## config.mk

```make
export PLATFORM = sky130hd
export DESIGN_NAME = core_hamming_encoder
export DESIGN_NICKNAME = d
export VERILOG_FILES = /design/src/rtl/core_hamming_encoder.sv
export SDC_FILE = /design/constraint.sdc
export NUM_CORES = 1
export LEC_CHECK = 0
export CAP_MARGIN = 10
export CORE_MARGIN = 2
export CORE_UTILIZATION = 30
export DETAILED_ROUTE_END_ITERATION = 16
export GPL_ROUTABILITY_DRIVEN = 0
export GPL_TIMING_DRIVEN = 0
export PLACE_DENSITY_LB_ADDON = 0.3
export SLEW_MARGIN = 0
export SYNTH_ARGS = -nofsm -noshare
export SYNTH_HDL_FRONTEND = slang
export SYNTH_SLANG_ARGS = --single-unit
```

## constraint.sdc

```tcl
create_clock -name clk -period 2.7 [get_ports clk]
set_input_delay 0.54 -clock clk [delete_from_list [all_inputs] [get_ports clk]]
set_output_delay 0.54 -clock clk [all_outputs]
set_load 0.1 [all_outputs]
```

## src/rtl/core_hamming_encoder.sv

```systemverilog
// Hamming(7,4) flit encoder: {IP, data} words in, {IP, codeword} flits out through a small FIFO,
// with a one-shot single-bit error injector and a wrapping count of flits handed to the router.
module core_hamming_encoder #(
    parameter int FIFO_DEPTH = 2,
    parameter int CNT_W      = 16
) (
    input  logic             clk,
    input  logic             reset_n,
    input  logic             in_valid,
    input  logic [7:0]       in_data,
    output logic             in_ready,
    output logic             out_valid,
    output logic [10:0]      out_data,
    input  logic             out_ready,
    input  logic             inj_req,
    input  logic [2:0]       inj_pos,
    output logic [CNT_W-1:0] sent_cnt
);

    localparam int PTR_W = $clog2(FIFO_DEPTH);
    localparam int OCC_W = $clog2(FIFO_DEPTH + 1);
    localparam logic [OCC_W-1:0] OCC_FULL = OCC_W'(FIFO_DEPTH);

    typedef enum logic {
        INJ_IDLE,
        INJ_ARMED
    } inj_state_t;

    logic [10:0]      fifo_mem [FIFO_DEPTH];
    logic [PTR_W-1:0] wr_ptr;
    logic [PTR_W-1:0] rd_ptr;
    logic [OCC_W-1:0] occupancy;
    logic             ready_q;
    inj_state_t       inj_state;
    logic [2:0]       inj_pos_q;

    logic             full;
    logic             push;
    logic             pop;
    logic [6:0]       flip_mask;
    logic [6:0]       codeword;
    logic [10:0]      flit;

    // Codeword bit i carries Hamming position i+1; parities sit at positions 1, 2 and 4.
    function automatic logic [6:0] hamming_encode(input logic [3:0] d);
        logic [6:0] cw;
        cw[2] = d[0];
        cw[4] = d[1];
        cw[5] = d[2];
        cw[6] = d[3];
        cw[0] = d[0] ^ d[1] ^ d[3];
        cw[1] = d[0] ^ d[2] ^ d[3];
        cw[3] = d[1] ^ d[2] ^ d[3];
        return cw;
    endfunction

    // ready_q keeps in_ready low while reset is held, independent of the emptied FIFO.
    always_comb begin
        full      = (occupancy == OCC_FULL);
        in_ready  = ready_q & ~full;
        out_valid = (occupancy != '0);
        out_data  = fifo_mem[rd_ptr];
        push      = in_valid & in_ready;
        pop       = out_valid & out_ready;
        flip_mask = '0;
        for (int i = 0; i < 7; i++) begin
            flip_mask[i] = (inj_state == INJ_ARMED) && (inj_pos_q == 3'(i + 1));
        end
        codeword  = hamming_encode(in_data[3:0]) ^ flip_mask;
        flit      = {in_data[7:4], codeword};
    end

    always_ff @(posedge clk) begin
        if (!reset_n) begin
            wr_ptr    <= '0;
            rd_ptr    <= '0;
            occupancy <= '0;
            ready_q   <= 1'b0;
            for (int i = 0; i < FIFO_DEPTH; i++) begin
                fifo_mem[i] <= '0;
            end
        end else begin
            ready_q <= 1'b1;
            if (push) begin
                fifo_mem[wr_ptr] <= flit;
                wr_ptr           <= wr_ptr + PTR_W'(1);
            end
            if (pop) begin
                rd_ptr <= rd_ptr + PTR_W'(1);
            end
            case ({push, pop})
                2'b10:   occupancy <= occupancy + OCC_W'(1);
                2'b01:   occupancy <= occupancy - OCC_W'(1);
                default: occupancy <= occupancy;
            endcase
        end
    end

    // A new request always wins: a transfer in the same cycle consumes the old arming only.
    always_ff @(posedge clk) begin
        if (!reset_n) begin
            inj_state <= INJ_IDLE;
            inj_pos_q <= '0;
        end else if (inj_req) begin
            inj_pos_q <= inj_pos;
            inj_state <= (inj_pos != 3'd0) ? INJ_ARMED : INJ_IDLE;
        end else if (push && inj_state == INJ_ARMED) begin
            inj_state <= INJ_IDLE;
        end
    end

    always_ff @(posedge clk) begin
        if (!reset_n) begin
            sent_cnt <= '0;
        end else if (pop) begin
            sent_cnt <= sent_cnt + CNT_W'(1);
        end
    end

endmodule
```

==> results.py <==
metrics = {
    "run_status": {
        "status": "completed",
    },
    "cells_and_area": {
        "n_antenna_cell": 0,
        "nets": 276,
        "postLayoutCoreUtil": 0.4015,
        "finalNonFillerCells": 358,
        "fill_cells": 722,
        "area_growth_syn_to_layout_pct": 30.79,
        "drive_above_1_share": 0.1351,
    },
    "min_path": {
        "hp-class": "reg -> reg",
        "hp-start": "sent_cnt[15]$_SDFFE_PN0P_",
    },
    "global_routing": {
        "grt_max_degree": 15,
        "grt_pass1_wl_um": 7534,
        "antenna_found_initial": 0,
        "first_global_vias": 1616,
        "grt.overflow.total": 0,
        "grt_util_all_layers": 0.1168,
    },
    "worst_setup_path": {
        "crit_fanout": 7,
        "crit_required_ns": 2.16,
        "start_kind": "flop",
        "cpPeakStageDelay_ns": 1.13,
        "critPathTopFamily": "buffers and inverters",
        "worstReg2RegStart": "occupancy[1]$_SDFFE_PN0P_",
        "critical_path_class": "reg -> out",
        "crit_arrival_ns": 2.06,
        "crit_start": "occupancy[1]$_SDFFE_PN0P_",
        "crit_buf_inv": 2,
        "setup.worst_path.end_class": "output port",
        "crit_chain": "inv_1, o21a_1, clkdlybuf4s50_1",
        "slowest_stage": "clkdlybuf4s50_1",
    },
    "cts": {
        "ctsHoldBuffers": 0,
        "clock_latency_ns": 0.30,
        "cts_max_level": 2,
        "post_cts.repair.setup_buffers": 0,
        "cts_made_buffers": 5,
        "clk_pin_slew_ns": 0.09,
        "cts_resized": 30,
        "clockBufferDepth": 2,
        "cts_tree": "built",
        "cts_num_sinks": 48,
        "cts-root-buf": "clkbuf_8",
    },
    "logic_synthesis": {
        "async_flop_share": 0,
        "syn_avg_cell_area_um2": 10.70,
        "synth_area_mm2": 0.002215,
        "ys_ff_latch": 48,
        "synth-edff-count": 22,
        "ys.flop_type": "dfxtp_1",
        "yosys_warnings": 0,
        "syn_inst": 207,
        "syn_nets": 225,
        "yosysSeqAreaShare": 0.5333,
        "synth_cell_types": 33,
    },
    "die": {
        "die_height_um": 89.92,
        "die_area_mm2": 0.008086,
        "initial_utilization": 0.3070,
        "die_x_um": 89.92,
        "num_rows": 31,
        "pin_count": 45,
        "core_mm2": 0.007214,
    },
    "timing": {
        "tightest_slew_ns": 0.9758,
        "setup_viol": 0,
        "final-max-slew-violation-count": 0,
        "period_share": 0.9612,
        "hold_viol_final": 0,
        "rsz0062_at_grt": "false",
        "fmax_mhz": 385.3,
        "fin_skew_ns": 0.007161,
        "fin_crit_ns": 2.595,
        "maxSlewHeadroom": 0.3474,
    },
    "route": {
        "dr.pass1.iters": 4,
        "drt-vias-per-instance": 4.531,
        "final_antenna_net_count": 0,
        "num_vias": 1622,
        "drtIter0Drc": 29,
        "drc": 0,
        "post_drt_wl_per_cell_um": 12.40,
        "wirelength_um": 4440,
    },
    "place": {
        "dp_cells": 350,
        "port_buffers": 43,
        "place_hpwl_um": 3219,
    },
    "flow_run": {
        "cap_violations": 0,
    },
    "power": {
        "clockPowerShare": 0.221,
        "leakagePower_nw": 0.9952,
        "swShare": 0.4071,
        "p_seq_frac": 0.378,
        "vdd_drop_max_uv": 469.0,
        "power_density_mw_per_mm2": 792.0,
        "pwr-share-comb": 0.402,
        "p_switching_mw": 0.9340,
        "p_int_mw": 1.360,
    },
}
-- registers in the layout (all words and copies together) (netlist names), named ones only --
name	cells
inj_state	1
rd_ptr	1
wr_ptr	1
ready_q	1
occupancy	2
inj_pos_q	3
sent_cnt	16
fifo_mem	22
-- path summary, 6_finish.rpt --
kind | slack, ns | cells past startpoint | endpoint
max | 0.10 | 3 | in_ready
min | 0.47 | 2 | sent_cnt[15]$_SDFFE_PN0P_
max reg2reg | 0.55 | 5 | fifo_mem[1][1]$_SDFFCE_PN0P_
min reg2reg | 0.47 | 2 | sent_cnt[15]$_SDFFE_PN0P_
-- power by group through the flow --
stage               Sequential, mW  Combinational [mW]  Clock (mW)
finish                       0.867               0.921       0.506
global route                 0.876               0.974       0.545
CTS                          0.867               0.932       0.522
detailed placement           0.884               0.939           0
global placement             0.882               0.930           0
floorplan                    0.925               0.692           0
-- metal layers --
layer | track usage | vias to the layer above | routed length, um
met5 | 0 | - | 0
met4 | 0.04615 | 0 | 58
met3 | 0.02347 | 7 | 165
met2 | 0.1995 | 37 | 2131
met1 | 0.1453 | 757 | 2085
li1 | - | 821 | -
-- cell type report --
type | instances | area [um^2] | share of cell area
buffer | 8 | 33.78 | 0.01166
clock buffer | 6 | 72.57 | 0.02505
clock inverter | 2 | 35.03 | 0.01210
inverter | 3 | 11.26 | 0.003888
multi-input combinational | 148 | 988.4 | 0.3413
sequential | 48 | 1181 | 0.4078
tap | 99 | 123.9 | 0.04276
timing repair buffer | 44 | 450.4 | 0.1555
-- cell families after synthesis --
kind of cell / after synthesis / share of synthesized area
compound gates: 13 / 0.04124
xor+xnor: 27 / 0.1068
fa+ha+maj: 2 / 0.01130
buf+inv: 11 / 0.02034
flops: 48 / 0.5333
mux: 17 / 0.08305
simple gates: 89 / 0.2040
-- metrics by stage --
stage / total power [mW] / hold slack (ns) / setup WS, ns / TNS (ns) / area [um^2]
after floorplan: 1.618 / 0.4813 / 0.4692 / 0 / 2215
after global placement: 1.811 / 0.4585 / -0.2363 / -3.047 / 2769
after detailed placement: 1.823 / 0.4657 / -0.05621 / -0.4600 / 2776
after CTS: 2.321 / 0.4776 / 0.08539 / 0 / 2897
after global routing: 2.395 / 0.5113 / 0.02609 / 0 / 2897
final: 2.294 / 0.4720 / 0.1046 / 0 / 2897
-- synth_stat cells, types with 2 or more instances --
master / count / area [um^2]
o21a_1: 2 / 15.01
nor3_1: 7 / 35.03
xor2_1: 12 / 105.1
and2_1: 8 / 50.05
or3_1: 3 / 18.77
nand2_1: 10 / 37.54
ha_1: 2 / 25.02
edfxtp_1: 22 / 660.6
xnor2_1: 15 / 131.4
a21oi_1: 4 / 20.02
mux2_2: 11 / 123.9
nor2_1: 36 / 135.1
nand4_1: 3 / 18.77
nor4bb_1: 2 / 20.02
nand4b_1: 3 / 26.28
mux2i_1: 6 / 60.06
nand2b_1: 2 / 12.51
clkbuf_1: 6 / 22.52
nand3_1: 5 / 25.02
o211ai_2: 2 / 25.02
or2_2: 2 / 12.51
nor4_1: 4 / 25.02
dfxtp_1: 26 / 520.5
o21ai_0: 3 / 15.01
inv_1: 3 / 11.26
-- worst reg2reg max path: stages, from the launching register on --
cell and delay (ns):
dfxtp_1 0.45, inv_1 0.10, o211ai_2 0.35, or2_2 0.18
clkbuf_1 0.30, nand2_1 0.41
-- layout by cell type, fill, tap and decap left out, types with 2 or more instances in the layout --
| master | Yosys | final |
|---|---|---|
| nor2_1 | 36 | 36 |
| clkdlybuf4s50_1 | 0 | 33 |
| dfxtp_1 | 26 | 26 |
| edfxtp_1 | 22 | 22 |
| xnor2_1 | 15 | 15 |
| xor2_1 | 12 | 12 |
| mux2_2 | 11 | 11 |
| nand2_1 | 10 | 10 |
| clkdlybuf4s15_2 | 0 | 10 |
| and2_1 | 8 | 8 |
| clkbuf_1 | 6 | 7 |
| nor3_1 | 7 | 7 |
| mux2i_1 | 6 | 6 |
| nand3_1 | 5 | 5 |
| clkbuf_8 | 0 | 5 |
| nor4_1 | 4 | 4 |
| a21oi_1 | 4 | 4 |
| inv_1 | 3 | 3 |
| nand4_1 | 3 | 3 |
| or3_1 | 3 | 3 |
| nand4b_1 | 3 | 3 |
| buf_4 | 1 | 2 |
| o21a_1 | 2 | 2 |
| o211ai_2 | 2 | 2 |
| or2_2 | 2 | 2 |
| nand2b_1 | 2 | 2 |
| nor4bb_1 | 2 | 2 |
| o21ai_0 | 3 | 2 |
| ha_1 | 2 | 2 |
Power figures use the tool's default switching activity.
